File: src/rtl/reorder_buffer_pkg.sv
// -----------------------------------------------------------------------------
// rob_pkg
// Shared constants and types for the reorder buffer slice.
//   TAG_W      : physical register tag width
//   ROB_DEPTH  : default number of in-flight entries (power of two)
//   ROB_IDX_W  : index width for ROB_DEPTH entries
//   NULL_TAG   : tag value meaning "nothing to free"
//   rob_entry_t: layout of one entry at the package default widths
// -----------------------------------------------------------------------------
package rob_pkg;

  localparam int TAG_W     = 6;
  localparam int ROB_DEPTH = 16;
  localparam int ROB_IDX_W = $clog2(ROB_DEPTH);

  localparam logic [TAG_W-1:0] NULL_TAG = '0;

  typedef struct packed {
    logic             valid;
    logic             complete;
    logic             has_rd;
    logic [TAG_W-1:0] old_tag;
  } rob_entry_t;

endpackage

File: src/rtl/reorder_buffer_if.sv
// -----------------------------------------------------------------------------
// reorder_buffer_if
// Bundles the dispatch handshake, the four completion broadcasts and the
// retirement / occupancy outputs of the reorder buffer.
//   master : the pipeline side (drives dispatch and wakeups)
//   slave  : the reorder buffer side
// Parameters DEPTH and TAG_W must match the reorder_buffer instance.
// -----------------------------------------------------------------------------
interface reorder_buffer_if #(
  parameter int DEPTH = rob_pkg::ROB_DEPTH,
  parameter int TAG_W = rob_pkg::TAG_W
) ();

  localparam int IDX_W = $clog2(DEPTH);

  logic             dispatch_valid;
  logic             dispatch_has_rd;
  logic [TAG_W-1:0] dispatch_old_tag;
  logic             dispatch_ready;
  logic [IDX_W-1:0] dispatch_rob_index;

  logic             wakeup_0_active;
  logic [IDX_W-1:0] wakeup_0_rob_index;
  logic             wakeup_1_active;
  logic [IDX_W-1:0] wakeup_1_rob_index;
  logic             wakeup_2_active;
  logic [IDX_W-1:0] wakeup_2_rob_index;
  logic             wakeup_3_active;
  logic [IDX_W-1:0] wakeup_3_rob_index;

  logic [TAG_W-1:0] freed_tag_1;
  logic [TAG_W-1:0] freed_tag_2;
  logic [IDX_W:0]   rob_count;
  logic             rob_empty;

  modport master (
    output dispatch_valid, dispatch_has_rd, dispatch_old_tag,
    output wakeup_0_active, wakeup_0_rob_index, wakeup_1_active, wakeup_1_rob_index,
    output wakeup_2_active, wakeup_2_rob_index, wakeup_3_active, wakeup_3_rob_index,
    input  dispatch_ready, dispatch_rob_index,
    input  freed_tag_1, freed_tag_2, rob_count, rob_empty
  );

  modport slave (
    input  dispatch_valid, dispatch_has_rd, dispatch_old_tag,
    input  wakeup_0_active, wakeup_0_rob_index, wakeup_1_active, wakeup_1_rob_index,
    input  wakeup_2_active, wakeup_2_rob_index, wakeup_3_active, wakeup_3_rob_index,
    output dispatch_ready, dispatch_rob_index,
    output freed_tag_1, freed_tag_2, rob_count, rob_empty
  );

endinterface

File: src/rtl/reorder_buffer_retire_select.sv
// -----------------------------------------------------------------------------
// rob_retire_select
// Decides how many of the two oldest entries retire this cycle and which
// physical tags they hand back to rename.
//   i_valid0/1, i_complete0/1 : state of head and head+1 (complete may already
//                               include a same-cycle wakeup)
//   i_has_rd0/1, i_old_tag0/1 : destination info of head and head+1
//   o_retire_cnt              : 0, 1 or 2 entries retiring
//   o_tag1, o_tag2            : tag to free for 1st/2nd retiree, 0 if none
// -----------------------------------------------------------------------------
module rob_retire_select #(
  parameter int TAG_W = rob_pkg::TAG_W
) (
  input  logic             i_valid0,
  input  logic             i_complete0,
  input  logic             i_has_rd0,
  input  logic [TAG_W-1:0] i_old_tag0,
  input  logic             i_valid1,
  input  logic             i_complete1,
  input  logic             i_has_rd1,
  input  logic [TAG_W-1:0] i_old_tag1,
  output logic [1:0]       o_retire_cnt,
  output logic [TAG_W-1:0] o_tag1,
  output logic [TAG_W-1:0] o_tag2
);
  import rob_pkg::*;

  localparam logic [TAG_W-1:0] L_NULL = TAG_W'(NULL_TAG);

  logic w_ret0;
  logic w_ret1;

  // In-order: the second entry may only go when the head goes with it.
  assign w_ret0 = i_valid0 & i_complete0;
  assign w_ret1 = w_ret0 & i_valid1 & i_complete1;

  assign o_retire_cnt = {w_ret1, w_ret0 & ~w_ret1};

  // A tag of 0 is the architectural x0 mapping and is never returned.
  assign o_tag1 = (w_ret0 && i_has_rd0 && (i_old_tag0 != L_NULL)) ? i_old_tag0 : L_NULL;
  assign o_tag2 = (w_ret1 && i_has_rd1 && (i_old_tag1 != L_NULL)) ? i_old_tag1 : L_NULL;

endmodule

File: src/rtl/reorder_buffer.sv
// -----------------------------------------------------------------------------
// reorder_buffer
// Circular in-order retirement buffer for renamed instructions. Entries are
// allocated at the tail on dispatch, marked complete by up to four wakeup
// broadcasts per cycle, and retired from the head up to two per cycle. The
// previous physical mapping of each retired destination is returned to
// rename one cycle after retirement as a single-cycle pulse.
//
// Ports
//   clk    : single clock, all state on the rising edge
//   reset  : asynchronous, active-low; discards every in-flight entry
//   bus    : reorder_buffer_if.slave (dispatch handshake, wakeups,
//            freed tags, occupancy)
//
// Configuration
//   ROB_WAKEUP_BYPASS_EN : when defined, a wakeup arriving this cycle for
//   head or head+1 counts as complete for this cycle's retire decision.
//   When undefined, only registered complete bits are used, which adds one
//   cycle from completion to retirement.
// -----------------------------------------------------------------------------
module reorder_buffer #(
  parameter int DEPTH = rob_pkg::ROB_DEPTH,
  parameter int TAG_W = rob_pkg::TAG_W
) (
  input  logic           clk,
  input  logic           reset,
  reorder_buffer_if.slave bus
);
  import rob_pkg::*;

  localparam int IDX_W = $clog2(DEPTH);
  localparam logic [IDX_W:0] L_FULL = (IDX_W+1)'(DEPTH);

  logic [DEPTH-1:0] r_valid;
  logic [DEPTH-1:0] r_complete;
  logic [DEPTH-1:0] r_has_rd;
  logic [TAG_W-1:0] r_old_tag [DEPTH];
  logic [IDX_W-1:0] r_head;
  logic [IDX_W-1:0] r_tail;
  logic [IDX_W:0]   r_count;
  logic [TAG_W-1:0] r_freed_1;
  logic [TAG_W-1:0] r_freed_2;

  logic             w_ready;
  logic             w_accept;
  logic [IDX_W-1:0] w_head1;
  logic [3:0]       w_wk_act;
  logic [IDX_W-1:0] w_wk_idx [4];
  logic             w_cmp0;
  logic             w_cmp1;
  logic [1:0]       w_retire_cnt;
  logic [TAG_W-1:0] w_tag1;
  logic [TAG_W-1:0] w_tag2;
  logic [IDX_W:0]   w_count_next;

  assign w_wk_act    = {bus.wakeup_3_active, bus.wakeup_2_active,
                        bus.wakeup_1_active, bus.wakeup_0_active};
  assign w_wk_idx[0] = bus.wakeup_0_rob_index;
  assign w_wk_idx[1] = bus.wakeup_1_rob_index;
  assign w_wk_idx[2] = bus.wakeup_2_rob_index;
  assign w_wk_idx[3] = bus.wakeup_3_rob_index;

  // Readiness comes from the registered count only, so a full buffer never
  // reuses the slot that is retiring in the same cycle.
  assign w_ready  = (r_count < L_FULL);
  assign w_accept = bus.dispatch_valid & w_ready;
  assign w_head1  = r_head + IDX_W'(1);

`ifdef ROB_WAKEUP_BYPASS_EN
  logic w_wake_head;
  logic w_wake_head1;

  always_comb begin
    w_wake_head  = 1'b0;
    w_wake_head1 = 1'b0;
    for (int k = 0; k < 4; k++) begin
      if (w_wk_act[k] && (w_wk_idx[k] == r_head))  w_wake_head  = 1'b1;
      if (w_wk_act[k] && (w_wk_idx[k] == w_head1)) w_wake_head1 = 1'b1;
    end
  end

  assign w_cmp0 = r_complete[r_head]  | w_wake_head;
  assign w_cmp1 = r_complete[w_head1] | w_wake_head1;
`else
  assign w_cmp0 = r_complete[r_head];
  assign w_cmp1 = r_complete[w_head1];
`endif

  rob_retire_select #(
    .TAG_W (TAG_W)
  ) u_retire_select (
    .i_valid0     (r_valid[r_head]),
    .i_complete0  (w_cmp0),
    .i_has_rd0    (r_has_rd[r_head]),
    .i_old_tag0   (r_old_tag[r_head]),
    .i_valid1     (r_valid[w_head1]),
    .i_complete1  (w_cmp1),
    .i_has_rd1    (r_has_rd[w_head1]),
    .i_old_tag1   (r_old_tag[w_head1]),
    .o_retire_cnt (w_retire_cnt),
    .o_tag1       (w_tag1),
    .o_tag2       (w_tag2)
  );

  assign w_count_next = r_count + (IDX_W+1)'(w_accept) - (IDX_W+1)'(w_retire_cnt);

  // Control state. Statement order matters: wakeups set complete, retirement
  // then clears its slots, and a dispatch finally claims the tail slot (which
  // is never a retiring slot, since dispatch is blocked while full).
  always_ff @(posedge clk or negedge reset) begin
    if (!reset) begin
      r_valid    <= '0;
      r_complete <= '0;
      r_head     <= '0;
      r_tail     <= '0;
      r_count    <= '0;
      r_freed_1  <= '0;
      r_freed_2  <= '0;
    end else begin
      for (int k = 0; k < 4; k++) begin
        if (w_wk_act[k] && r_valid[w_wk_idx[k]]) r_complete[w_wk_idx[k]] <= 1'b1;
      end
      if (w_retire_cnt != 2'd0) begin
        r_valid[r_head]    <= 1'b0;
        r_complete[r_head] <= 1'b0;
      end
      if (w_retire_cnt == 2'd2) begin
        r_valid[w_head1]    <= 1'b0;
        r_complete[w_head1] <= 1'b0;
      end
      if (w_accept) begin
        r_valid[r_tail]    <= 1'b1;
        r_complete[r_tail] <= 1'b0;
      end
      r_head    <= r_head + IDX_W'(w_retire_cnt);
      r_tail    <= r_tail + IDX_W'(w_accept);
      r_count   <= w_count_next;
      // Candidates are 0 whenever nothing retires, giving one-cycle pulses.
      r_freed_1 <= w_tag1;
      r_freed_2 <= w_tag2;
    end
  end

  // Payload storage; only meaningful while the matching valid bit is set.
  always_ff @(posedge clk) begin
    if (w_accept) begin
      r_has_rd[r_tail]  <= bus.dispatch_has_rd;
      r_old_tag[r_tail] <= bus.dispatch_old_tag;
    end
  end

  assign bus.dispatch_ready     = w_ready;
  assign bus.dispatch_rob_index = r_tail;
  assign bus.freed_tag_1        = r_freed_1;
  assign bus.freed_tag_2        = r_freed_2;
  assign bus.rob_count          = r_count;
  assign bus.rob_empty          = (r_count == '0);

endmodule

File: src/flat_wrapper.sv
// flat-port wrapper written by rule: the top's interface ports become plain ports
module reorder_buffer_flat import rob_pkg::*;
#(
  parameter int DEPTH = rob_pkg::ROB_DEPTH,
  parameter int TAG_W = rob_pkg::TAG_W
)
  (clk, reset, bus_dispatch_valid, bus_dispatch_has_rd, bus_dispatch_old_tag, bus_wakeup_0_active, bus_wakeup_0_rob_index, bus_wakeup_1_active, bus_wakeup_1_rob_index, bus_wakeup_2_active, bus_wakeup_2_rob_index, bus_wakeup_3_active, bus_wakeup_3_rob_index, bus_dispatch_ready, bus_dispatch_rob_index, bus_freed_tag_1, bus_freed_tag_2, bus_rob_count, bus_rob_empty);
  reorder_buffer_if #(.DEPTH(DEPTH), .TAG_W(TAG_W)) bus_i ();
  input  logic clk;
  input  logic reset;
  input wire logic [$bits(bus_i.dispatch_valid)-1:0] bus_dispatch_valid;
  input wire logic [$bits(bus_i.dispatch_has_rd)-1:0] bus_dispatch_has_rd;
  input wire logic [$bits(bus_i.dispatch_old_tag)-1:0] bus_dispatch_old_tag;
  input wire logic [$bits(bus_i.wakeup_0_active)-1:0] bus_wakeup_0_active;
  input wire logic [$bits(bus_i.wakeup_0_rob_index)-1:0] bus_wakeup_0_rob_index;
  input wire logic [$bits(bus_i.wakeup_1_active)-1:0] bus_wakeup_1_active;
  input wire logic [$bits(bus_i.wakeup_1_rob_index)-1:0] bus_wakeup_1_rob_index;
  input wire logic [$bits(bus_i.wakeup_2_active)-1:0] bus_wakeup_2_active;
  input wire logic [$bits(bus_i.wakeup_2_rob_index)-1:0] bus_wakeup_2_rob_index;
  input wire logic [$bits(bus_i.wakeup_3_active)-1:0] bus_wakeup_3_active;
  input wire logic [$bits(bus_i.wakeup_3_rob_index)-1:0] bus_wakeup_3_rob_index;
  output wire logic [$bits(bus_i.dispatch_ready)-1:0] bus_dispatch_ready;
  output wire logic [$bits(bus_i.dispatch_rob_index)-1:0] bus_dispatch_rob_index;
  output wire logic [$bits(bus_i.freed_tag_1)-1:0] bus_freed_tag_1;
  output wire logic [$bits(bus_i.freed_tag_2)-1:0] bus_freed_tag_2;
  output wire logic [$bits(bus_i.rob_count)-1:0] bus_rob_count;
  output wire logic [$bits(bus_i.rob_empty)-1:0] bus_rob_empty;
  assign bus_i.dispatch_valid = bus_dispatch_valid;
  assign bus_i.dispatch_has_rd = bus_dispatch_has_rd;
  assign bus_i.dispatch_old_tag = bus_dispatch_old_tag;
  assign bus_i.wakeup_0_active = bus_wakeup_0_active;
  assign bus_i.wakeup_0_rob_index = bus_wakeup_0_rob_index;
  assign bus_i.wakeup_1_active = bus_wakeup_1_active;
  assign bus_i.wakeup_1_rob_index = bus_wakeup_1_rob_index;
  assign bus_i.wakeup_2_active = bus_wakeup_2_active;
  assign bus_i.wakeup_2_rob_index = bus_wakeup_2_rob_index;
  assign bus_i.wakeup_3_active = bus_wakeup_3_active;
  assign bus_i.wakeup_3_rob_index = bus_wakeup_3_rob_index;
  assign bus_dispatch_ready = bus_i.dispatch_ready;
  assign bus_dispatch_rob_index = bus_i.dispatch_rob_index;
  assign bus_freed_tag_1 = bus_i.freed_tag_1;
  assign bus_freed_tag_2 = bus_i.freed_tag_2;
  assign bus_rob_count = bus_i.rob_count;
  assign bus_rob_empty = bus_i.rob_empty;
  reorder_buffer #(.DEPTH(DEPTH), .TAG_W(TAG_W)) u_core (.clk(clk), .reset(reset), .bus(bus_i));
endmodule
File: config.mk
export PLATFORM = sky130hd
export DESIGN_NAME = reorder_buffer_flat
export DESIGN_NICKNAME = d
export VERILOG_FILES = /design/src/rtl/reorder_buffer_pkg.sv /design/src/rtl/reorder_buffer_if.sv /design/src/rtl/reorder_buffer_retire_select.sv /design/src/rtl/reorder_buffer.sv /design/src/flat_wrapper.sv
export SDC_FILE = /design/constraint.sdc
export NUM_CORES = 1
export LEC_CHECK = 0
export CAP_MARGIN = 0
export CORE_MARGIN = 2
export CORE_UTILIZATION = 47
export CTS_CLUSTER_DIAMETER = 200
export DETAILED_ROUTE_END_ITERATION = 12
export GPL_TIMING_DRIVEN = 0
export PLACE_DENSITY = 0.66
export SLEW_MARGIN = 20
export SYNTH_ARGS = -nofsm -noshare
export SYNTH_HDL_FRONTEND = slang
export SYNTH_SLANG_ARGS = --single-unit
File: constraint.sdc
create_clock -name clk -period 10.1 [get_ports clk]
set_input_delay 2.02 -clock clk [delete_from_list [all_inputs] [get_ports clk]]
set_output_delay 2.02 -clock clk [all_outputs]
set_load 0.03 [all_outputs]
## Word level (Yosys, flattened, before mapping)

Memories as Yosys holds them, arrays and structs flattened.
Index checks and enable logic that the tools add are counted.

- Logic and storage cells: 117
- Output and inout bits: 23
- Latch bits: 0
- Memories kept: 1
- Memory bits (read-only): 0
- Register bits: 73
- Input port bits: 30
- RAM bits: 96

- Multiplexer cells: 49
- Bitwise logic cells: 19
- $mul: 0
- Div/mod/pow operators: 0
- Order comparisons: 15
- $add $sub $neg: 5
- Shifts and indexed selects: 0
- Equality and inequality tests: 1
- Reduce and logical (&&, ||, !) cells: 19

Memories:

| name | depth | width | read ports | clocked after memory_dff | wr ports | line | text |
|---|---|---|---|---|---|---|---|
| u_core.r_old_tag | 16 | 6 | 2 | 0 | 1 | reorder_buffer.sv:37 | `logic [TAG_W-1:0] r_old_tag [DEPTH];` |

Operator list:

| kind | count |
|---|---|
| 16-bit two-way mux | 10 |
| 16-bit AND | 5 |
| 16-bit OR | 5 |
| 16-bit NOT | 3 |
| 1-bit binary-select mux with 4-bit select | 10 |
| 4-bit by 5-bit less-than comparator with 1-bit output, second input constant | 7 |
| 1-bit demux with 4-bit select | 7 |
| 4-bit by 1-bit >= comparator with 1-bit output, second input constant | 7 |
| 1-bit two-way mux | 19 |
| 16-bit bitwise mux | 1 |
| 1-bit logical AND | 15 |
| 6-bit two-way mux | 2 |
| 6-bit nonzero test | 2 |
| 5-bit by 1-bit adder with 5-bit output | 1 |
| 1-bit AND | 5 |
| 5-bit zero test | 1 |
| 5-bit less-than comparator, second input constant | 1 |
| 5-bit by 2-bit subtractor with 5-bit output | 1 |
| 4-bit by 1-bit adder with 4-bit output | 1 |
| 4-bit by 1-bit adder with 4-bit output, second input constant | 1 |
| 4-bit by 2-bit adder with 4-bit output | 1 |
| 2-bit equality test, second input constant | 1 |
| 2-bit nonzero test | 1 |
| 1-bit NOT | 1 |

## Logic depth before layout (Yosys ltp)

- Word-level depth: 18
- Mapped depth: 17
- Depth with buffers taken out: 14

## Cells and area by module

A second synthesis with hierarchy kept.

- Cell total of the unflattened synthesis: 624
- Area total of the unflattened synthesis: 9344.0 um^2

Modules (own cells, without submodules):

| module | sequential area each (um^2) | cells each | area each (um^2) | instances |
|---|---|---|---|---|
| reorder_buffer | 4789.6 | 605 | 9216.3 | 1 |
| rob_retire_select | 0.0 | 19 | 127.6 | 1 |

## Worst setup path before layout

OpenSTA, ideal clock, no wires.

- Path type: register to output
- Start point: register u_core.r_count[2], in the netlist u_core.bus.rob_count[2]
- End point: output bus_rob_empty
- Data required time: 8.080 ns
- Buffers on the path: 0
- Cell stages (with the launch flop): 4
- Arrival time: 1.748 ns
- Path slack: 6.332 ns
- Cell sequence: dfrtp_1 inv_1 ha_1 nor4b_1

- Cells in the longest elaborated chain, start to end: 1

Ends and longest elaborated chain:

| what | line | text |
|---|---|---|
| start: declaration | reorder_buffer.sv:40 | `logic [IDX_W:0] r_count;` |
| start signal: assignment | reorder_buffer.sv:137 | `r_count <= w_count_next;` |
| 5-bit zero test | reorder_buffer.sv:157 | `assign bus.rob_empty = (r_count == '0);` |
| end: declaration | flat_wrapper.sv:27 | `output wire logic [$bits(bus_i.rob_empty)-1:0] bus_rob_empty;` |

Every way passes these cells.

## Final worst setup path

- Start point: input bus_dispatch_valid
- End point: memory u_core.r_old_tag[14][4], enable pin

- Cells in the longest elaborated chain, start to end: 3

Ends and longest elaborated chain:

| what | line | text |
|---|---|---|
| start: declaration | flat_wrapper.sv:11 | `input wire logic [$bits(bus_i.dispatch_valid)-1:0] bus_dispatch_valid;` |
| 1-bit AND | reorder_buffer.sv:66 | `assign w_accept = bus.dispatch_valid & w_ready;` |
| 1-bit two-way mux | reorder_buffer.sv:146 | `if (w_accept) begin` |
| 1-bit two-way mux (not written as such) | reorder_buffer.sv:148 | `r_old_tag[r_tail] <= bus.dispatch_old_tag;` |
| end: declaration | reorder_buffer.sv:37 |  |

Every way passes these cells.

==> results.md <==
- Setup TNS Final: 0 ps
- Yosys warns: 0
- Largest net degree at the start of global routing: 51
- Worst path slowest cell: nor2_1
- Grt met2 use: ~40%
- Clock Sinks: 169
- Worst reg2reg path startpoint: u_core.r_head[0]$_DFF_PN0_
- Dominant cell type by area after synthesis: edfxtp_1
- Max H-tree Level: 4
- Sw Ratio: between 40% and 50%
- Busiest layer in global routing: met2
- Hold_ws: about 580 ps
- Worst EP required: 10150 ps
- Post-synth top area share: 35.9%
- Antenna viol nets, final: 0
- Outcome: finished clean
- Synthesized flop and latch total: 169
- Tightest Pin Transition: 1100 ps
- Max Cap Violations: 0
- Post-route core utilization: 55.2%
- Crit-path cells: clkdlybuf4s50_1, nor2b_1, nand3_1, nor2_1
- Die width: 145 um
- Post-synth ARST share: between 30% and 40%
- Post-Syn Nets: approximately 700
- Avg WL per Cell: about 27 um
- Clock Latency Late Sink: 440 ps
- Clock slew at reported path FFs: ~70 ps
- Final Skew: 12.2 ps
- Arr. time, crit path: 4840 ps
- Post-CTS setup buffer count: 0
- CP max FO: 9
- Total design power: 3.59 mW
- Core Area: 19500 um^2
- Num CTS Buffers: 17
- Crit path time final: 4790 ps
- Synth cell count leaders: edfxtp_1, mux4_2, dfrtp_1, nand2_1, nor2_1
- Slew Limit Fails: 0
- Met3 Use GR: 7.80%
- Die area: around 21000 um^2
- Hold-fix buffers, CTS: 0
- Synthesized cell area: approximately 9400 um^2
- Switching power: 1.51 mW
- Vias/cell: approximately 6.6
- Setup Viol. Count Final: 0
- Vias in the first global route: 6752
- Initial antenna violation count: 0
- Port Buf Inserts: 47
- RSZ-0062 raised after global routing: no
- Finished layout cell area: between 10000 and 15000 um^2
- Post-Place Setup Slack: about 5000 ps
- DRC Markers: 0
- Crit path from: bus_dispatch_valid
- Dpl hpwl: 19400 um
- Routed vias: 6611
- Startpoint types: primary input
- Comb pwr share: 54.5%
- Most frequent cell after synthesis: edfxtp_1
- Critical setup path kind: primary input to flip-flop
- First-pass GRT wire length: ~42000 um
- Final WL: 27300 um
- GPL Wtd Cong: a little over 0.9
- Primary FF master, synth: edfxtp_1
- Hold Crit Start: u_core.r_valid[10]$_DFF_PN0_
- Total grt overflow: 0
- Critical Path Max Stage Delay: 1020 ps
- Share of layout cells above drive strength 1: 23.1%
- DP Cell Count: 977
- CTS Buffer Depth: 2
- Cell-internal power: between 2 and 2.5 mW
- Synth unique cells: 67
- Peak supply drop: 0.000194 V
- Max Clk Rate: 0.209 GHz
- Pwr dens: 333 nW/um^2
- Clock root cell: clkbuf_16
- Slew HR: 26.4%
- P_leak: about 3.8 nW
- I/O pin count: 53
- PostCTS Resize Cnt: 0
- Top cells by area, synth: edfxtp_1, mux4_2, dfrtp_1
- Final Hold Viols: 0
- Area growth, synth to finish: 15.1%
- Top Family by Delay on Critical Path: simple AND/OR/NAND/NOR gates
- M1 GR Usage: between 30% and 40%
- Hold Path Class: flip-flop to flip-flop
- Final net count: 781
- Row cnt: between 50 and 60
- Sequential share of power: between 20 and 30%
- Average size of a mapped cell: approximately 14 um^2
- Antenna cell count: 0
- Buf/Inv on CP: 1
- Fin cells: about 1000
- Post-synth EDFFs: approximately 110
- Sequential area share after synthesis: about half
- CTS tree: built
- Total track usage: 26.7%
- Initial Utilization: 48.0%
- Die Y: 145 um
- Syn Inst Count: 661
- Final worst slack: ~5300 ps
- Iter 0 DRT Violations: 741
- TritonRoute pass-1 iters: 5
- Kind of end point of the critical path: flip-flop
- Clk network pwr share: approximately 17%
- # fillers: 1578
- Period utilization: 47.4%
- Cell Area, Placed: 10200 um^2
power by group through the flow:
stage / logic (mW) / clock network (mW) / registers (mW)
4_1_cts: 1.94 / 0.613 / 1.02
3_5_place_dp: 1.93 / 0 / 1.03
6_report: 1.96 / 0.607 / 1.02
3_3_place_gp: 1.88 / 0 / 1.03
2_1_floorplan: 1.32 / 0 / 1.05
5_1_grt: 2.09 / 0.643 / 1.04
path summary, 6_finish.rpt:
check	to	cells after the start	slack [ps]
worst min-delay path	u_core.r_valid[10]$_DFF_PN0_	2	580
min in group asynchronous	u_core.r_valid[11]$_DFF_PN0_	1	1410
max in group asynchronous	u_core.bus.freed_tag_1[0]$_DFF_PN0_	2	8190
worst min register to register	u_core.r_valid[10]$_DFF_PN0_	2	580
worst max-delay path	u_core.r_old_tag[14][4]$_DFFE_PP_	4	5310
worst max register to register	u_core.bus.rob_count[4]$_DFF_PN0_	17	5980
cell type report:
type	count	area, um^2	share of cell area (%)
repair buffers	51	518	4.81
plain buffers	35	213	1.97
multi-input cells	430	4290	39.8
clock inverters	14	116	1.08
clock buffers	17	425	3.95
inverters	27	101	0.940
flip-flops and latches	169	4790	44.4
well taps	265	332	3.08
placed cells by master (no fill, tap or decap), types with 5 or more instances in the layout:
cell,synthesis,layout
clkbuf_1,13,13
xnor2_1,6,6
inv_1,26,26
nand2b_1,7,7
nand3b_1,10,10
a31oi_1,12,12
edfxtp_1,112,112
o22ai_1,10,10
clkbuf_16,0,17
nor2b_1,14,14
buf_4,2,6
nor2_1,31,27
nand3_1,24,24
mux4_2,81,81
nand2_1,36,36
mux2i_1,6,6
clkdlybuf4s50_1,0,46
a41oi_1,6,6
buf_2,10,10
nand4_1,7,7
and3_1,5,5
a211oi_1,14,14
o211ai_1,5,5
nor3_2,4,6
buf_6,8,8
xor2_1,5,5
nor3_1,9,7
o21ai_0,10,10
ha_1,18,18
dfrtp_1,57,57
mux2_2,8,8
nor3b_1,6,6
and2_1,28,28
cell families (layout without fill, tap and decap cells):
group	Yosys count	count (layout)	synth area share (%)
adder cells (fa/ha/maj)	20	20	2.83
flip-flops	169	169	51.1
multiplexers	95	95	21.1
buffers and inverters	62	144	3.35
AO/OA/AOI/OAI	92	92	7.35
AND/OR/NAND/NOR	211	211	13.1
XOR/XNOR	12	12	1.20
sequential cells by signal, summed over array words and instances, names as in the netlist:
| register | flops |
|---|---|
| u_core.bus.freed_tag_1 | 6 |
| u_core.r_has_rd | 16 |
| u_core.bus.dispatch_rob_index | 4 |
| u_core.bus.rob_count | 5 |
| u_core.r_valid | 16 |
| u_core.r_complete | 16 |
| u_core.r_head | 4 |
| u_core.bus.freed_tag_2 | 6 |
| u_core.r_old_tag | 96 |
routing by layer:
metal	vias up	wire, um	part of all wire, %
li1	2779	-	-
met1	3382	11000	40
met2	370	12600	46
met3	80	2570	9.4
met4	0	1100	4.0
met5	-	0	0
worst register-to-register path: stages, from the launching register on:
cell and delay (ps):
dfrtp_1 480, buf_6 220, inv_1 170, ha_1 310
buf_2 220, buf_4 260, mux4_2 370, nand3_1 200
o211a_2 350, and2_1 220, ha_1 130, inv_1 40
ha_1 200, fa_1 410, a21oi_1 170, nor2_1 50
nor2_1 120, xnor2_1 130
Power figures use the tool's default switching activity.
==> RTL edit 1: new RTL, config.mk and constraints unchanged <==
Make the reset (`reset`) synchronous in one clocked block. Comments in the files are not updated.
--- a/src/rtl/reorder_buffer.sv
+++ b/src/rtl/reorder_buffer.sv
@@ -107,7 +107,7 @@
   // Control state. Statement order matters: wakeups set complete, retirement
   // then clears its slots, and a dispatch finally claims the tail slot (which
   // is never a retiring slot, since dispatch is blocked while full).
-  always_ff @(posedge clk or negedge reset) begin
+  always_ff @(posedge clk) begin
     if (!reset) begin
       r_valid    <= '0;
       r_complete <= '0;
Function: differs if reset is asserted again (counterexample within 4 cycles, from zero or initial values and one cycle with reset low); with reset held inactive, the same outputs for 4 cycles.
==> RTL edit 1 against the unedited design <==
  * Non-clock buffer count is 5 higher
  * Largest cell class unchanged
  * Synthesized area is 2.2% lower
  * Sequential cell count stayed put
  * Die area is 2.2% lower
  * Maximum frequency is 1.4% higher
  * Routed wire length is 4.6% lower
  * Critical path depth is 13 higher
  * Setup slack better by 68 ps
  * Design area is 0.87% lower
Power is not compared: it rests on default switching activity, and its combinational part moved more than twofold at a synthesized area within 25%.
==> RTL edit 1: results <==
metrics = {
    "setup_path": {
        "arrival_ps": 5080,
        "rrSetupSlack_ps": 5380,
        "cp-startpoint": "u_core.r_head[0]$_SDFF_PN0_",
        "path_max_fanout": 10,
        "crit_path_end": "u_core.bus.rob_count[4]$_SDFF_PN0_",
        "r2r-start": "u_core.r_head[0]$_SDFF_PN0_",
        "cp_slowest_cell": "mux2i_4",
    },
    "logic_synthesis": {
        "synth_compound_area_frac": 0.09178,
        "synthXorXnorAreaFrac": 0.01338,
        "synthMuxAreaShare": 0.2036,
        "synthCells": 687,
        "synthAdderAreaFrac": 0.02895,
        "synth_top_area_frac": 0.3671,
    },
    "timing": {
        "worst_pin_slew_ps": 1128,
        "hold_ws_ps": 487.1,
        "finClkSkew_ps": 11.61,
        "period_share": 0.4672,
    },
    "route": {
        "drt-vias-per-instance": 6.447,
        "routedWlPerCell_microns": 25.05,
        "wl_microns": 26030,
        "drtIter0Drc": 906,
        "dr.pass1.iters": 7,
    },
    "placement": {
        "place_area_sq_um": 10070,
        "numPortBuffers": 50,
        "dp_worst_setup_slack_ps": 5468,
        "placed_cells": 1007,
        "hpwl_microns": 18430,
        "globalplace.congestion": 0.9469,
    },
    "status": {
        "status": "finished, final reports clean",
    },
    "grt": {
        "grt_pass1_wl_microns": 39990,
    },
    "layout": {
        "fin_nets": 811,
    },
    "hold_path": {
        "hold_end": "u_core.r_valid[4]$_SDFF_PN0_",
    },
}
[RTL edit 1: cells by family after synthesis]
logic type                 count (synthesis)
buffers and inverters                     60
xor gates and xnor gates                  11
muxes                                     87
and+or+nand+nor                          232
adders and majority gates                 20
DFF                                      169
AOI/OAI and AO/OA                        108
[RTL edit 1: critical path: cells and delay by family (launching register included)]
kind	cells	cell delay [ps]
buffers and inverters	6	1320
adder cells (fa/ha/maj)	4	1030
AND/OR/NAND/NOR	3	680
flip-flops	1	450
multiplexers	2	860
AO/OA/AOI/OAI	2	290
[RTL edit 1: power by group through the flow]
stage / sequential (mW) / combinational (mW) / clock [mW]
6_report: 0.777 / 0.217 / 0.670
5_1_grt: 0.779 / 0.233 / 0.704
4_1_cts: 0.776 / 0.216 / 0.680
3_5_place_dp: 0.791 / 0.214 / 0
3_3_place_gp: 0.791 / 0.204 / 0
2_1_floorplan: 0.802 / 0.115 / 0
[RTL edit 1: per-layer routing]
layer / share of wire / vias to the layer above / GRT usage
li1: - / 2886 / -
met1: 0.40 / 3374 / 0.3494
met2: 0.48 / 373 / 0.4376
met3: 0.081 / 65 / 0.05898
met4: 0.034 / 0 / 0.09649
met5: 0 / - / 0
[RTL edit 1: final cells by class]
type	count	area (sq um)
Fill cell	1553	8584
Sequential cell	169	4504
Multi-Input combinational cell	458	4395
Timing Repair Buffer	55	549.3
Clock buffer	18	429.2
Tap cell	265	331.6
Buffer	36	198.9
Clock inverter	14	182.7
Inverter	24	95.09
==> RTL edit 2: new RTL, same settings <==
Made on the original files. Build with the macro `ROB_WAKEUP_BYPASS_EN` defined.
--- a/src/rtl/reorder_buffer.sv
+++ b/src/rtl/reorder_buffer.sv
@@ -18,6 +18,8 @@
 //   When undefined, only registered complete bits are used, which adds one
 //   cycle from completion to retirement.
 // -----------------------------------------------------------------------------
+`define ROB_WAKEUP_BYPASS_EN
+
 module reorder_buffer #(
   parameter int DEPTH = rob_pkg::ROB_DEPTH,
   parameter int TAG_W = rob_pkg::TAG_W
Behaviour: not the same (a bounded check fails within 4 cycles, from zero or initial values and one cycle with reset low).
==> RTL edit 2 against the unedited design <==
  * Die area is 5.5% higher
  * Synthesized area up 5.7%
  * Power shrank 6.5%
  * Design area is 5.3% higher
  * Routed wire length is 15% higher
  * Non-clock buffer count grew 13
  * Setup slack got worse by 840 ps
  * Critical path depth grew 16
  * Sequential share of layout area shrank 2.3 points
  * Count of clock-buffer cells in the layout grew 1
  * Sequential cell count unchanged
  * Critical path type is now reg2reg
==> RTL edit 2: results <==
metrics = {
    "layout": {
        "seq_area_sq_um": 4790,
        "multi_input_cells": 478,
        "final_core_util": 0.5454,
        "final-clk-cell-share": 0.05112,
        "multi_input_area_share": 0.4169,
        "n_clock_buffer": 18,
        "layout-drive-gt1-share": 0.2072,
        "non_clock_buffer_count": 99,
        "fin_nets": 846,
        "nonClkBufAreaFrac": 0.06897,
        "fillers": 1739,
    },
    "placement": {
        "hpwl_microns": 22710,
        "dp_worst_setup_slack_ps": 4596,
        "place_area_sq_um": 10780,
        "placed_cells": 1054,
    },
    "logic_synthesis": {
        "syn_nets": 776,
        "synth_cell_types": 61,
        "synthCells": 728,
        "yosys-top-cells-count": "edfxtp_1 (112), mux4_2 (96), nand2_1 (71)",
        "ys_ff_latch": 169,
        "ys_seq_area_frac": 0.4836,
        "yosys-top-cells-area": "edfxtp_1 (34%), mux4_2 (22%), dfrtp_1 (14%)",
    },
    "pwr": {
        "clockPowerShare": 0.190,
        "switching_share": 0.4128,
        "p_seq_frac": 0.303,
    },
    "hold_path": {
        "hold_start": "u_core.bus.dispatch_rob_index[2]$_DFF_PN0_",
        "hold_end": "u_core.bus.dispatch_rob_index[2]$_DFF_PN0_",
        "min_path_cells": 1,
    },
    "setup_path": {
        "slowest_delay_ps": 500,
        "worst-r2r-cell-count": 20,
        "cp-startpoint": "u_core.r_head[0]$_DFF_PN0_",
        "critPathKind": "reg2reg",
        "cp_slowest_cell": "ha_1",
        "arrival_ps": 5980,
        "rrSetupSlack_ps": 4470,
        "path_max_fanout": 10,
    },
    "timing": {
        "slew_headroom": 0.3635,
        "finClkSkew_ps": 17.58,
        "hold_ws_ps": 609.2,
    },
    "grt": {
        "track_usage": 0.2932,
        "use_met2": 0.4477,
        "grt_pass1_vias": 7367,
        "grt_max_degree": 44,
    },
    "status": {
        "status": "finished, final reports clean",
    },
    "route": {
        "routedWlPerCell_microns": 28.86,
        "drt-vias-per-instance": 6.729,
        "wl_microns": 31350,
        "drtIter0Drc": 888,
    },
}
==> RTL edit 2: cell count changes after synthesis, moves of 11 or more <==
cell,before,now
nor3_1,9,32
xor2_1,5,16
a31oi_1,12,0
mux4_2,81,96
nand2_1,36,71
and2_1,28,0
xnor2_1,6,17
o31ai_1,2,15
==> RTL edit 2: per-layer routing <==
layer | vias to the layer above | wire (microns)
met5 | - | 0
met4 | 0 | 982
met3 | 75 | 3519
met2 | 521 | 14370
met1 | 3714 | 12470
li1 | 2998 | -
==> RTL edit 2: kinds of logic (layout without fill, tap and decap cells) <==
group,count (synthesis),count (layout),share of synthesized area
AND/OR/NAND/NOR,219,219,0.1097
buffers and inverters,81,164,0.03853
flip-flops,169,169,0.4836
multiplexers,103,103,0.2254
AO/OA/AOI/OAI,97,97,0.07126
adder cells (fa/ha/maj),18,18,0.02426
XOR/XNOR,41,41,0.04725
